## src/rtl/cpu_pkg.sv

```systemverilog
// Shared definitions for the 10-bit CPU control path: opcodes, FSM states,
// instruction field positions and small decode helpers.
package cpu_pkg;

   localparam int INSTR_W = 10;

   // Instruction field bit positions
   localparam int OP_MSB  = 9;
   localparam int OP_LSB  = 6;
   localparam int F1_MSB  = 5;   // dd / rr
   localparam int F1_LSB  = 4;
   localparam int F2_MSB  = 3;   // rr / ss / qq
   localparam int F2_LSB  = 2;
   localparam int F3_MSB  = 1;   // qq
   localparam int F3_LSB  = 0;
   localparam int IMM_MSB = 3;
   localparam int TGT_MSB = 5;

   typedef enum logic [3:0] {
      OP_NOT  = 4'b0000,
      OP_LT   = 4'b0001,
      OP_INC  = 4'b0010,
      OP_DEC  = 4'b0011,
      OP_ADD  = 4'b0100,
      OP_SUB  = 4'b0101,
      OP_AND  = 4'b0110,
      OP_OR   = 4'b0111,
      OP_MOV  = 4'b1000,
      OP_LDI  = 4'b1001,
      OP_JMP  = 4'b1010,
      OP_BRZ  = 4'b1011,
      OP_BRNZ = 4'b1100,
      OP_NOP  = 4'b1101,
      OP_RSVD = 4'b1110,
      OP_HALT = 4'b1111
   } opcode_e;

   localparam logic [3:0] ALU_PASS = 4'b1000;

   localparam logic [INSTR_W-1:0] IR_RESET = 10'b1101_000000;

   typedef enum logic [2:0] {
      ST_FETCH  = 3'd0,
      ST_DECODE = 3'd1,
      ST_EXEC   = 3'd2,
      ST_WB     = 3'd3,
      ST_HALT   = 3'd4
   } state_e;

   function automatic opcode_e get_opcode(input logic [INSTR_W-1:0] ir);
      return opcode_e'(ir[OP_MSB:OP_LSB]);
   endfunction

   // Opcodes 0000..1000 drive the ALU and therefore refresh the Z flag.
   function automatic logic uses_alu(input opcode_e op);
      return (op <= OP_MOV);
   endfunction

endpackage

```

## src/rtl/cpu_control_unit_if.sv

```systemverilog
// Instruction-memory fetch bus between the control unit (master) and the
// instruction memory (slave).
interface cpu_control_unit_if #(
   parameter int PC_W = 6
);
   logic            imem_req;
   logic [PC_W-1:0] imem_addr;
   logic            imem_ack;
   logic [9:0]      imem_rdata;

   modport master (
      output imem_req,
      output imem_addr,
      input  imem_ack,
      input  imem_rdata
   );

   modport slave (
      input  imem_req,
      input  imem_addr,
      output imem_ack,
      output imem_rdata
   );
endinterface

```

## src/rtl/cpu_instr_decode.sv

```systemverilog
// Purely combinational instruction decode: IR to ALU select, register-file
// addresses, writeback source and instruction-class flags.
module cpu_instr_decode
   import cpu_pkg::*;
(
   input  logic [INSTR_W-1:0] ir,
   output logic [3:0]         alu_cntrl,
   output logic [3:0]         imm_num,
   output logic [1:0]         rf_raddr_a,
   output logic [1:0]         rf_raddr_b,
   output logic [1:0]         rf_waddr,
   output logic               wb_sel,
   output logic               writes_rf,
   output logic               updates_z,
   output logic               is_branch,
   output logic               is_halt
);

   opcode_e op;

   assign op       = get_opcode(ir);
   assign imm_num  = ir[IMM_MSB:0];
   assign rf_waddr = ir[F1_MSB:F1_LSB];

   // NOTE: every output gets a default before the case so no path can leave
   // a signal unassigned and infer a latch.
   always_comb begin
      alu_cntrl  = ALU_PASS;
      rf_raddr_a = ir[F2_MSB:F2_LSB];
      rf_raddr_b = ir[F3_MSB:F3_LSB];
      wb_sel     = 1'b0;
      writes_rf  = 1'b0;
      updates_z  = uses_alu(op);
      is_branch  = 1'b0;
      is_halt    = 1'b0;

      if (uses_alu(op)) begin
         alu_cntrl = ir[OP_MSB:OP_LSB];
      end

      unique case (op)
         OP_LT: begin
            rf_raddr_a = ir[F1_MSB:F1_LSB];
            rf_raddr_b = ir[F2_MSB:F2_LSB];
         end
         OP_INC, OP_DEC: begin
            rf_raddr_a = ir[F1_MSB:F1_LSB];
            writes_rf  = 1'b1;
         end
         OP_NOT, OP_ADD, OP_SUB, OP_AND, OP_OR, OP_MOV: begin
            writes_rf = 1'b1;
         end
         OP_LDI: begin
            wb_sel    = 1'b1;
            writes_rf = 1'b1;
         end
         OP_JMP, OP_BRZ, OP_BRNZ: begin
            is_branch = 1'b1;
         end
         OP_HALT: begin
            is_halt = 1'b1;
         end
         default: begin
         end
      endcase
   end

endmodule

```

## src/rtl/cpu_control_unit.sv

```systemverilog
// Multi-cycle fetch/decode/execute/writeback controller for the 10-bit CPU.
// Owns PC, instruction register and the latched Z flag.
module cpu_control_unit
   import cpu_pkg::*;
#(
   parameter int              PC_W     = 6,
   parameter logic [PC_W-1:0] RESET_PC = '0
) (
   input  logic                clk,
   input  logic                rst,
   input  logic                run,
   cpu_control_unit_if.master  imem,
   output logic [3:0]          alu_cntrl,
   output logic [3:0]          imm_num,
   output logic [1:0]          rf_raddr_a,
   output logic [1:0]          rf_raddr_b,
   output logic [1:0]          rf_waddr,
   output logic                rf_we,
   output logic                wb_sel,
   input  logic                alu_z,
   output logic                z_flag,
   output logic [PC_W-1:0]     pc,
   output logic                halted
);

   state_e               state_q, state_d;
   logic [PC_W-1:0]      pc_q;
   logic [INSTR_W-1:0]   ir_q;
   logic                 z_q;

   logic                 fetch_req;
   logic                 fetch_fire;
   logic                 take_branch;
   logic [PC_W-1:0]      branch_tgt;
   opcode_e              op;

   logic                 writes_rf;
   logic                 updates_z;
   logic                 is_branch;
   logic                 is_halt;

   cpu_instr_decode u_decode (
      .ir         (ir_q),
      .alu_cntrl  (alu_cntrl),
      .imm_num    (imm_num),
      .rf_raddr_a (rf_raddr_a),
      .rf_raddr_b (rf_raddr_b),
      .rf_waddr   (rf_waddr),
      .wb_sel     (wb_sel),
      .writes_rf  (writes_rf),
      .updates_z  (updates_z),
      .is_branch  (is_branch),
      .is_halt    (is_halt)
   );

   assign op         = get_opcode(ir_q);
   assign branch_tgt = PC_W'(ir_q[TGT_MSB:0]);
   assign fetch_fire = fetch_req && imem.imem_ack;

   // Branches look at z_q before any update in this EXECUTE cycle.
   always_comb begin
      take_branch = 1'b0;
      if (is_branch) begin
         unique case (op)
            OP_JMP:  take_branch = 1'b1;
            OP_BRZ:  take_branch = z_q;
            OP_BRNZ: take_branch = !z_q;
            default: take_branch = 1'b0;
         endcase
      end
   end

   // NOTE: sequential state uses non-blocking assignments so every register
   // samples pre-edge values regardless of process ordering.
   always_ff @(posedge clk) begin
      if (rst) begin
         state_q <= ST_FETCH;
      end else begin
         state_q <= state_d;
      end
   end

   always_comb begin
      state_d   = state_q;
      fetch_req = 1'b0;
      rf_we     = 1'b0;
      halted    = 1'b0;

      unique case (state_q)
         ST_FETCH: begin
            fetch_req = run && !rst;
            if (fetch_fire) state_d = ST_DECODE;
         end
         ST_DECODE: state_d = ST_EXEC;
         ST_EXEC: begin
            if (writes_rf)    state_d = ST_WB;
            else if (is_halt) state_d = ST_HALT;
            else              state_d = ST_FETCH;
         end
         ST_WB: begin
            rf_we   = !rst;
            state_d = ST_FETCH;
         end
         ST_HALT: begin
            halted = !rst;
         end
         default: state_d = ST_FETCH;
      endcase
   end

   always_ff @(posedge clk) begin
      if (rst) begin
         pc_q <= RESET_PC;
         ir_q <= IR_RESET;
         z_q  <= 1'b0;
      end else begin
         if (fetch_fire) begin
            ir_q <= imem.imem_rdata;
            pc_q <= pc_q + PC_W'(1);
         end
         if (state_q == ST_EXEC) begin
            if (updates_z)   z_q  <= alu_z;
            if (take_branch) pc_q <= branch_tgt;
         end
      end
   end

   assign imem.imem_req  = fetch_req;
   assign imem.imem_addr = pc_q;
   assign pc             = pc_q;
   assign z_flag         = z_q;

endmodule

```

## src/flat_wrapper.sv

```systemverilog
// flat-port wrapper written by rule: the top's interface ports become plain ports
module cpu_control_unit_flat import cpu_pkg::*;
#(
   parameter int              PC_W     = 6,
   parameter logic [PC_W-1:0] RESET_PC = '0
)
  (clk, rst, run, alu_cntrl, imm_num, rf_raddr_a, rf_raddr_b, rf_waddr, rf_we, wb_sel, alu_z, z_flag, pc, halted, imem_imem_req, imem_imem_addr, imem_imem_ack, imem_imem_rdata);
  cpu_control_unit_if #(.PC_W(PC_W)) imem_i ();
  input  logic clk;
  input  logic rst;
  input  logic run;
  output logic [3:0] alu_cntrl;
  output logic [3:0] imm_num;
  output logic [1:0] rf_raddr_a;
  output logic [1:0] rf_raddr_b;
  output logic [1:0] rf_waddr;
  output logic rf_we;
  output logic wb_sel;
  input  logic alu_z;
  output logic z_flag;
  output logic [PC_W-1:0] pc;
  output logic halted;
  output wire logic [$bits(imem_i.imem_req)-1:0] imem_imem_req;
  output wire logic [$bits(imem_i.imem_addr)-1:0] imem_imem_addr;
  input wire logic [$bits(imem_i.imem_ack)-1:0] imem_imem_ack;
  input wire logic [$bits(imem_i.imem_rdata)-1:0] imem_imem_rdata;
  assign imem_imem_req = imem_i.imem_req;
  assign imem_imem_addr = imem_i.imem_addr;
  assign imem_i.imem_ack = imem_imem_ack;
  assign imem_i.imem_rdata = imem_imem_rdata;
  cpu_control_unit #(.PC_W(PC_W), .RESET_PC(RESET_PC)) u_core (.clk(clk), .rst(rst), .run(run), .imem(imem_i), .alu_cntrl(alu_cntrl), .imm_num(imm_num), .rf_raddr_a(rf_raddr_a), .rf_raddr_b(rf_raddr_b), .rf_waddr(rf_waddr), .rf_we(rf_we), .wb_sel(wb_sel), .alu_z(alu_z), .z_flag(z_flag), .pc(pc), .halted(halted));
endmodule
```

## config.mk

```make
export PLATFORM = sky130hd
export DESIGN_NAME = cpu_control_unit_flat
export DESIGN_NICKNAME = d
export VERILOG_FILES = /design/src/rtl/cpu_pkg.sv /design/src/rtl/cpu_control_unit_if.sv /design/src/rtl/cpu_instr_decode.sv /design/src/rtl/cpu_control_unit.sv /design/src/flat_wrapper.sv
export SDC_FILE = /design/constraint.sdc
export NUM_CORES = 1
export LEC_CHECK = 0
export ABC_AREA = 1
export CELL_PAD_IN_SITES_DETAIL_PLACEMENT = 0
export CELL_PAD_IN_SITES_GLOBAL_PLACEMENT = 1
export CORE_ASPECT_RATIO = 0.5
export CORE_UTILIZATION = 26
export DETAILED_ROUTE_END_ITERATION = 12
export PLACE_DENSITY_LB_ADDON = 0.1
export SLEW_MARGIN = 20
export SYNTH_ARGS = -nofsm -noshare
export SYNTH_HDL_FRONTEND = slang
export SYNTH_SLANG_ARGS = --single-unit
```

## constraint.sdc

```tcl
create_clock -name clk -period 1.1 [get_ports clk]
set_input_delay 0.22 -clock clk [delete_from_list [all_inputs] [get_ports clk]]
set_output_delay 0.22 -clock clk [all_outputs]
set_load 0.03 [all_outputs]
```

==> summary.md, run 1 <==
| Metric | Value |
|---|---|
| Routed via count | 1346 |
| Fin Setup TNS | -6620 ps |
| Unrepaired setup endpoints after global routing | true |
| Finished layout cell area | 0.00241 mm2 |
| Pleak | 1.11 nW |
| Worst hold slack | 494 ps |
| Final Slew Violations | 0 |
| CP endpoint kind | output port |
| Arr. time, crit path | 1300 ps |
| Min-delay src | rst |
| VDD IR max | 0.440 mV |
| Clock root buffer | clkbuf_8 |
| Vias in the first global route | 1259 |
| Syn avg cell area | 6.70 um2 |
| Async S/R FF share, synth | 0% |
| GP Congestion | 0.765 |
| Multi-input gate area | 888 um2 |
| Antenna cell count | 0 |
| Hold Path Sink | u_core.ir_q[3] |
| First-pass GRT wire length | 6.00 mm |
| Fin crit period | 1520 ps |
| TritonRoute pass-1 iters | 7 |
| Area Overhead vs Synth | 101% |
| FF-to-FF End | u_core.imem.imem_addr[0] |
| Status | complete, but fails checks |
| Initial drt markers | 33 |
| Post-route DRC | 3 |
| Startpoint types | flip-flop |
| Synthesized Nets | 195 |
| Violated checks | DRC, setup timing |
| Worst path required time | 880 ps |
| Grt total ovfl | 0 |
| Routed WL | 3.86 mm |
| CTS tree | yes |
| Final setup viols | 30 |
| Fin cells | 313 |
| Antenna violations before repair | 0 |
| Period utilization | 138% |
| Netlist cell types | 23 |
| Chip width | 98.1 um |
| R2R Setup Slk | -260 ps |
| Placement Rows | 17 |
| FF+latch area | 433 um2 |
| Filler cell count | 425 |
| Clk_lat worst skew | 260 ps |
| EDFF count, synth | 0 |
| Post-Syn Instances | 179 |
| CTS Buffer Depth | 2 |
| CTS buffer count | 3 |
| Yosys warning total | 0 |
| Fmax achieved | 0.658 GHz |
| Pre-CTS setup slack | -430 ps |
| Hold Crit Depth | 3 |
| Share of layout cells above drive strength 1 | 63.7% |
| Die ar. | 0.00491 mm2 |
| Ys flop type | dfxtp_1 |
| I/O Buffers | 45 |
| Area post-placement | 0.00184 mm2 |
| Hold WC Path Type | in -> reg |
| Final Hold Fails | 0 |
| Critical path class | reg -> out |
| Gr usage total | 15.9% |
| Max-slew headroom | 77.5% |
| WL/cell | 12.3 um |
| Initial Utilization | 27.1% |
| Vias per cell | 4.30 |
| Slew @ Worst Pin | 337 ps |
| CP max FO | 4 |
| Max Cap Violations | 0 |
| PwrDens | 965 mW/mm2 |
| Routed Antenna Nets | 0 |
| Final Skew | 4.68 ps |
| Clk pin slew, worst setup/hold paths | 80 ps |
| Post-route setup slack | -420 ps |
| DPL Wire Length | 2.59 mm |
| Yosys reg bits | 20 |
| Die height | 50.0 um |
| Final net count | 273 |
| Netlist Area Pre-Place | 0.00120 mm2 |
| CTS sink cnt | 20 |
| H-tree depth | 1 |
| Worst reg-to-reg path cell count | 9 |
| Sequential share of the synthesized area | 33.4% |
| Placed Cells | 294 |
| Largest net degree at the start of global routing | 14 |
| Boundary Pins | 46 |
| Reg-to-Reg Start | u_core.state_q[0] |
| Placeable Area | 0.00442 mm2 |
-- where the power goes --
part,internal (mW),switching (mW),total (mW)
sequential,0.759,0.0392,0.798
combinational,0.373,0.400,0.773
clock,0.486,0.273,0.759
total,1.62,0.713,2.33
-- through the flow --
stage / utilization [%] / power (mW)
after global placement: 41.5 / 1.34
after global routing: 54.6 / 2.43
after CTS: 51.4 / 2.28
after detailed placement: 41.5 / 1.34
final: 54.6 / 2.33
after floorplan: - / 1.13
-- Yosys cell counts, types with 2 or more instances --
| library cell | number | area share, % |
|---|---|---|
| a21oi_1 | 13 | 5.4 |
| inv_1 | 21 | 6.6 |
| nand2_1 | 39 | 12 |
| buf_4 | 12 | 7.5 |
| xnor2_1 | 2 | 1.5 |
| clkbuf_1 | 2 | 0.63 |
| nand3_1 | 10 | 4.2 |
| dfxtp_1 | 20 | 33 |
| o21ai_0 | 18 | 7.5 |
| nor3_1 | 4 | 1.7 |
| nor2_1 | 24 | 7.5 |
| buf_6 | 3 | 2.8 |
-- cells by family (layout without fill, tap and decap cells) --
kind of cell / after synthesis / in the layout / synth area share, %
AND/OR/NAND/NOR: 85 / 86 / 32.2
buffers and inverters: 39 / 115 / 18.2
AO/OA/AOI/OAI: 31 / 31 / 12.9
flip-flops: 20 / 20 / 33.4
XOR/XNOR: 3 / 3 / 2.19
adder cells (fa/ha/maj): 1 / 1 / 1.04
-- layout by cell type, fill, tap and decap left out --
cell	count
xnor2_1	2
nor3_2	4
clkinv_4	1
buf_6	41
dfxtp_4	5
or2_4	1
nand2_1	22
nand2_2	13
nand2_4	6
nand3_2	1
nand2_8	1
a21oi_2	5
nand3_1	7
a21oi_1	6
nor3_4	2
nor2_2	4
clkdlybuf4s50_1	11
o21ai_4	4
bufinv_16	1
a21oi_4	2
nand4_1	1
inv_4	4
dfxtp_2	11
inv_1	12
nor2_4	6
ha_1	1
o21ai_1	8
o21ai_2	6
xor2_1	1
nor2_1	15
clkbuf_8	3
inv_2	5
buf_4	34
dfxtp_1	4
dlygate4sd2_1	3
nand3_4	3
-- worst max-delay path: stages, from the launching register on --
cell     delay [ps]
dfxtp_4         360
inv_4            60
nand2_4          60
or2_4           270
nand2_2          90
o21ai_4          60
buf_6           130
-- state kept, by name, summed over array words and instances (netlist names) --
name / flops
u_core.imem.imem_addr: 6
u_core.ir_q: 10
u_core.state_q: 3
u_core.z_flag: 1
-- worst max-delay path by stage --
stage / start / end / slack (ps) / depth (start not counted)
5_1_grt: u_core.ir_q[9] / rf_raddr_a[1] / -470 / 5
3_5_place_dp: imem_imem_ack / u_core.imem.imem_addr[2] / -430 / 8
6_report: u_core.ir_q[8] / rf_raddr_a[0] / -420 / 6
3_3_place_gp: run / u_core.imem.imem_addr[2] / -420 / 8
4_1_cts: u_core.ir_q[9] / rf_raddr_a[1] / -420 / 5
2_1_floorplan: u_core.state_q[2] / u_core.ir_q[5] / -160 / 7
-- per-layer routing --
metal / wire, um / global-route usage [%]
met2: 1870 / 27.7
met4: 24 / 3.28
met5: 0 / 0
met3: 133 / 4.11
met1: 1830 / 20.0
-- repair_timing --
| action | in CTS | in global routing |
|---|---|---|
| endpoints found under the setup margin | 41 | 41 |
| pin swaps | 18 | 12 |
| buffers inserted | 9 | 6 |
| resized for setup | 97 | 30 |
| gates cloned | 2 | 0 |
| hold buffers | 0 | 0 |
-- area by class of cell --
class | instances | share of cell area (%)
clock inverter | 1 | 1.24
tap | 57 | 2.95
timing repair buffer | 89 | 35.3
sequential | 20 | 17.9
clock buffer | 3 | 1.71
inverter | 22 | 4.04
multi-input combinational | 121 | 36.8
No activity file was read; power rests on OpenSTA's default activity.
==> run 2, diff against run 1 <==
--- a/config.mk
+++ b/config.mk
@@ -12,6 +12,8 @@
 export CORE_UTILIZATION = 26
 export DETAILED_ROUTE_END_ITERATION = 12
 export PLACE_DENSITY_LB_ADDON = 0.1
+export REMOVE_ABC_BUFFERS = 1
+export SKIP_LAST_GASP = 1
 export SLEW_MARGIN = 20
 export SYNTH_ARGS = -nofsm -noshare
 export SYNTH_HDL_FRONTEND = slang
==> summary.md, run 2 (synthesis results as in run 1) <==
| Metric | Value |
|---|---|
| P_int | 1.64 mW (+1.2%) |
| Final Skew | 7.46 ps (+2.78 ps) |
| H-tree depth | 1 (unchanged) |
| FF-to-FF End | u_core.ir_q[2] |
| Area Overhead vs Synth | 110% |
| Origin of the worst setup path | u_core.ir_q[9] |
| WL/cell | 11.8 um (-4.0%) |
| Clk pwr share | 32.4% (-0.2 points) |
| Grt total ovfl | 0 (unchanged) |
| Routed WL | 3.81 mm (-1.3%) |
| DPL Wire Length | 2.52 mm (-2.8%) |
| Fin Setup TNS | -6500 ps (+115 ps) |
| Worst path required time | 880 ps (about the same) |
| Boundary Pins | 46 (unchanged) |
| Vias per cell | 4.33 (+0.60%) |
| Antenna violations before repair | 0 (unchanged) |
| CTS Buffer Depth | 2 (unchanged) |
| CP top delay family | buffers and inverters |
| Hold WC Path Type | in -> reg |
| CTS tree | yes |
| Most common cell after layout, fill and taps aside | buf_6 |
| PwrDens | 934 mW/mm2 (-3.2%) |
| TritonRoute pass-1 iters | 8 (+1) |
| Antenna cell count | 0 (unchanged) |
| VDD IR max | 0.483 mV (+9.8%) |
| Multi-input gate area | 878 um2 (-1.1%) |
| Critical path's slowest cell | dfxtp_2 |
| Placeable Area | 0.00442 mm2 (unchanged) |
| Clock root buffer | clkbuf_8 |
| Most common cell on crit path | nand2_2 |
| Grt met3 use | 4.68% (+0.57 points) |
| Worst reg-to-reg path cell count | 8 (-1) |
| Placement Rows | 17 (unchanged) |
| Final net count | 282 (+3.3%) |
| Final Hold Fails | 0 (unchanged) |
| Fmax achieved | 0.671 GHz (+2.0%) |
| Met2 Track Usage GR | 25.1% (-2.6 points) |
| Unrepaired setup endpoints after global routing | true |
| Die height | 50.0 um (unchanged) |
| Fin cells | 322 (+2.9%) |
| Violated checks | DRC, setup timing |
| Vias in the first global route | 1210 (-3.9%) |
| Max Cap Violations | 0 (unchanged) |
| Sw frac | 30.3% (-0.26 points) |
| Crit path largest cell delay | 330 ps (-30 ps) |
| Routed Antenna Nets | 0 (unchanged) |
| First-pass GRT wire length | 5.78 mm (-3.8%) |
| R2R Setup Slk | -280 ps (-20 ps) |
| Slew @ Worst Pin | 418 ps (+80.7 ps) |
| Area post-placement | 0.00183 mm2 (-0.68%) |
| Chip width | 98.1 um (unchanged) |
| Share of layout cells above drive strength 1 | 63.4% (-0.28 points) |
| Levels on crit path | 7 (+1) |
| NetSw | 0.712 mW (about the same) |
| Initial Utilization | 27.1% (unchanged) |
| I/O Buffers | 45 (unchanged) |
| Max-slew headroom | 72.1% (-5.4 points) |
| Largest register FFs | 10 (unchanged) |
| Crit-path cells | inv_2 > nand2_2 > nor2_2 > buf_6 > nand2_2 > o21ai_2 > buf_4 |
| FF+latch area | 430 um2 (-0.58%) |
| Die ar. | 0.00491 mm2 (unchanged) |
| Fin crit period | 1490 ps (-30.4 ps) |
| Post-route setup slack | -390 ps (+30.4 ps) |
| Flop pwr share | 33.9% (-0.3 points) |
| Initial drt markers | 23 (-30%) |
| Met1 usage | 19.9% (-0.085 points) |
| Placed Cells | 304 (+3.4%) |
| Pleak | 1.16 nW (+4.7%) |
| Worst hold slack | 489 ps (-4.72 ps) |
| Layer with the highest usage | met2 |
| Routed via count | 1393 (+3.5%) |
| Status | complete, but fails checks |
| Leading cell types in the layout, fill and taps excluded | buf_6 (43), buf_4 (38), nand2_1 (24), nor2_1 (16), dfxtp_2 (12) |
| Arr. time, crit path | 1270 ps (-30 ps) |
| Top reg by flops | u_core.ir_q |
| CP max FO | 5 (+1) |
| Critical path class | reg -> out |
| CP endpoint kind | output port |
| GP Congestion | 0.800 (+4.5%) |
| Filler cell count | 422 (-0.71%) |
| Gr usage total | 15.3% (-0.61 points) |
| Final Slew Violations | 0 (unchanged) |
| Clk pin slew, worst setup/hold paths | 90 ps (about the same) |
| CTS buffer count | 3 (unchanged) |
| Post-route DRC | 4 (+1) |
| Hold Crit Depth | 3 (unchanged) |
| Clk_lat worst skew | 270 ps (about the same) |
| Reg-to-Reg Start | u_core.state_q[0] |
| Largest net degree at the start of global routing | 16 (+2) |
| Gate power share | 33.8% (+0.6 points) |
| Buf/Inv on CP | 3 (+1) |
| Finished layout cell area | 0.00251 mm2 (+4.1%) |
| Startpoint types | flip-flop |
| # hold bufs at CTS | 0 (unchanged) |
| Final setup viols | 31 (+3.3%) |
| Crit path capture | rf_raddr_b[0] |
| Period utilization | 135% (-2.8 points) |
| CTS sink cnt | 20 (unchanged) |
## run 2: cell count changes in the layout (fill, tap and decap cells not counted), sizes merged
cell | before | now
clkbuf | 3 | 4
buf | 75 | 83
## run 2: power by group through the flow
stage          clock [mW]  combinational, mW  sequential [mW]
3_5_place_dp            0              0.547            0.801
2_1_floorplan           0              0.201            0.853
3_3_place_gp            0              0.546            0.801
6_report            0.760              0.793            0.795
4_1_cts             0.779              0.652            0.791
5_1_grt             0.835              0.842            0.801
## run 2: worst min-delay path by stage
| stage | end | start | slack (ps) |
|---|---|---|---|
| after floorplan | u_core.ir_q[2] | rst | 290 |
| after global placement | u_core.ir_q[4] | u_core.ir_q[4] | 470 |
| after detailed placement | u_core.ir_q[4] | u_core.ir_q[4] | 480 |
| after CTS | u_core.ir_q[2] | rst | 480 |
| after global routing | u_core.ir_q[3] | rst | 490 |
| final | u_core.ir_q[3] | rst | 490 |
## run 2: layout make-up
cell class | count | area share (%)
inverter | 22 | 3.68
clock buffer | 3 | 1.64
sequential | 20 | 17.1
multi-input combinational | 121 | 34.9
timing repair buffer | 98 | 38.6
tap | 57 | 2.84
clock inverter | 1 | 1.19
## run 2: worst min-delay path, stage by stage
cell,delay (ps)
dlygate4sd2_1,280
buf_6,180
a21oi_2,40
## run 2: timing repair
action / in CTS / in global routing
pin swaps: 6 / 23
gates cloned: 1 / 1
endpoints found under the setup margin: 44 / 45
buffers inserted: 7 / 12
hold endpoints to repair: 0 / 0
resized for setup: 83 / 78
## run 2: routing by layer
metal / vias to the layer above / wire length, um
met5: - / 0
met4: 0 / 9
met3: 3 / 125
met2: 24 / 1850
met1: 635 / 1830
li1: 731 / -
## run 2: stage by stage
stage	power, mW	setup slack, ps	utilization (%)
after floorplan	1.05	-767	-
after global placement	1.35	-536	41.3
after detailed placement	1.35	-515	41.3
after CTS	2.22	-398	49.0
after global routing	2.48	-479	56.8
final	2.35	-390	56.8
==> run 3, diff against run 2 <==
--- a/config.mk
+++ b/config.mk
@@ -6,11 +6,12 @@
 export NUM_CORES = 1
 export LEC_CHECK = 0
 export ABC_AREA = 1
+export CAP_MARGIN = 20
 export CELL_PAD_IN_SITES_DETAIL_PLACEMENT = 0
 export CELL_PAD_IN_SITES_GLOBAL_PLACEMENT = 1
-export CORE_ASPECT_RATIO = 0.5
 export CORE_UTILIZATION = 26
 export DETAILED_ROUTE_END_ITERATION = 12
+export HOLD_SLACK_MARGIN = 0.03
 export PLACE_DENSITY_LB_ADDON = 0.1
 export REMOVE_ABC_BUFFERS = 1
 export SKIP_LAST_GASP = 1
==> summary.md, run 3 (synthesis results as in run 1) <==
| Metric | Value |
|---|---|
| Period utilization | 135% (-0.50 points) |
| Reg-to-Reg Start | u_core.ir_q[7] |
| Fmax achieved | 0.674 GHz (+0.37%) |
| GP Congestion | 0.787 (-1.6%) |
| Post-route setup slack | -384 ps (+5.52 ps) |
| Final net count | 277 (-1.8%) |
| Status | complete, but fails checks |
| Leading cell types in the layout, fill and taps excluded | buf_4 (42), buf_6 (35), nand2_1 (30), nor2_1 (18), inv_1 (13) |
| Die height | 69.9 um (+40%) |
| Crit path largest cell delay | 330 ps (about the same) |
| Vias per cell | 4.52 (+4.5%) |
| Worst hold slack | 498 ps (+8.42 ps) |
| Violated checks | setup timing |
| Routed WL | 4.00 mm (+5.0%) |
| Min-delay src | u_core.ir_q[0] |
| Origin of the worst setup path | u_core.ir_q[9] |
| Largest net degree at the start of global routing | 14 (-2) |
| Max Cap Violations | 0 (unchanged) |
| CP endpoint kind | output port |
| Pleak | 1.09 nW (-5.5%) |
| Clk pin slew, worst setup/hold paths | 80 ps (about the same) |
| CTS Buffer Depth | 2 (unchanged) |
| Initial drt markers | 54 (+130%) |
| H-tree depth | 1 (unchanged) |
| Startpoint types | flip-flop |
| Multi-input gate area | 843 um2 (-4.0%) |
| Area post-placement | 0.00175 mm2 (-3.9%) |
| Final Util | 53.4% (-3.4 points) |
| I/O Buffers | 45 (unchanged) |
| Boundary Pins | 46 (unchanged) |
| Fin cells | 312 (-3.1%) |
| WL/cell | 12.8 um (+8.4%) |
| Die ar. | 0.00489 mm2 (-0.33%) |
| CTS buffer count | 3 (unchanged) |
| Critical path's slowest cell | dfxtp_2 |
| Placeable Area | 0.00438 mm2 (-0.91%) |
| Clock root buffer | clkbuf_8 |
| Antenna cell count | 0 (unchanged) |
| Gr usage total | 16.1% (+0.78 points) |
| First-pass GRT wire length | 6.15 mm (+6.6%) |
| Max-slew headroom | 82.7% (+11 points) |
| Routed via count | 1410 (+1.2%) |
| Share of layout cells above drive strength 1 | 58.5% (-4.9 points) |
| Placed Cells | 292 (-3.9%) |
| PnR Total Power | 2.15 mW (-8.3%) |
| Finished layout cell area | 0.00234 mm2 (-6.9%) |
| DPL Wire Length | 2.62 mm (+4.1%) |
| Routed Antenna Nets | 0 (unchanged) |
| Chip width | 69.9 um (-29%) |
| Initial Utilization | 27.4% (+0.25 points) |
| Grt total ovfl | 0 (unchanged) |
| CTS tree | yes |
| Final Slew Violations | 0 (unchanged) |
| Area Overhead vs Synth | 95.2% |
| Final Hold Fails | 0 (unchanged) |
| CTS sink cnt | 20 (unchanged) |
| Filler cell count | 422 (unchanged) |
| Clk_lat worst skew | 260 ps (about the same) |
| Slew @ Worst Pin | 259 ps (-159 ps) |
| FF+latch area | 419 um2 (-2.6%) |
| Unrepaired setup endpoints after global routing | true |
| Antenna violations before repair | 0 (unchanged) |
| Post-route DRC | 0 (-4) |
| Fin crit period | 1480 ps (-5.52 ps) |
| Placement Rows | 24 (+7) |
| Most common cell after layout, fill and taps aside | buf_4 |
| TritonRoute pass-1 iters | 4 (-4) |
| Vias in the first global route | 1289 (+6.5%) |
| Top reg by flops | u_core.ir_q |
| Final setup viols | 32 (+3.2%) |
| Worst path required time | 880 ps (about the same) |
| Largest register FFs | 10 (unchanged) |
| VDD IR max | 0.715 mV (+48%) |
| Crit-path cells | inv_2 > nand2_2 > or2_4 > o21ai_2 > buf_6 |
| CP max FO | 4 (-1) |
| Critical path class | reg -> out |
| Arr. time, crit path | 1260 ps (about the same) |
| Final Skew | 1.42 ps (-6.05 ps) |
| PwrDens | 920 mW/mm2 (-1.5%) |
| Hold WC Path Type | reg -> reg |
==> run 3: final timing paths <==
path	endpoint	slack [ps]	depth (start not counted)
worst max-delay path	rf_raddr_a[1]	-380	5
worst min-delay path	u_core.ir_q[0]	500	2
worst max register to register	u_core.state_q[0]	-280	8
worst min register to register	u_core.ir_q[0]	500	2
==> run 3: layout make-up <==
| cell class | count | share of cell area (%) |
|---|---|---|
| tap | 52 | 2.78 |
| sequential | 20 | 17.9 |
| clock buffer | 4 | 2.35 |
| inverter | 22 | 3.95 |
| timing repair buffer | 92 | 37.0 |
| multi-input combinational | 122 | 36.0 |
==> run 3: worst max-delay path: cells and delay by family (launching register included) <==
family	cells	cell delay, ps
flip-flops	1	330
AND/OR/NAND/NOR	2	330
buffers and inverters	2	210
AO/OA/AOI/OAI	1	140
==> run 3: repair_timing <==
item | 4_1_cts | 5_1_grt
gates cloned | 2 | 1
resized for setup | 82 | 51
buffers inserted | 8 | 9
pin swaps | 9 | 18
hold buffers | 0 | 0
setup endpoints to repair | 42 | 39
==> run 3: per-stage QoR <==
| stage | setup slack [ps] | TNS (ps) |
|---|---|---|
| after floorplan | -767 | -8720 |
| after global placement | -497 | -10180 |
| after detailed placement | -537 | -10620 |
| after CTS | -391 | -5510 |
| after global routing | -450 | -8710 |
| final | -384 | -6390 |
==> run 3: where the power goes <==
group / switching [mW] / internal, mW / leakage (nW)
registers: 0.0317 / 0.762 / 0.167
clock network: 0.260 / 0.319 / 0.0288
logic: 0.404 / 0.378 / 0.898
total: 0.695 / 1.46 / 1.09
==> run 3: routing by layer <==
metal	GRT usage, %	wire length [um]
met4	4.00	56
met2	29.2	2120
met1	18.9	1700
met5	0	0
met3	3.75	126
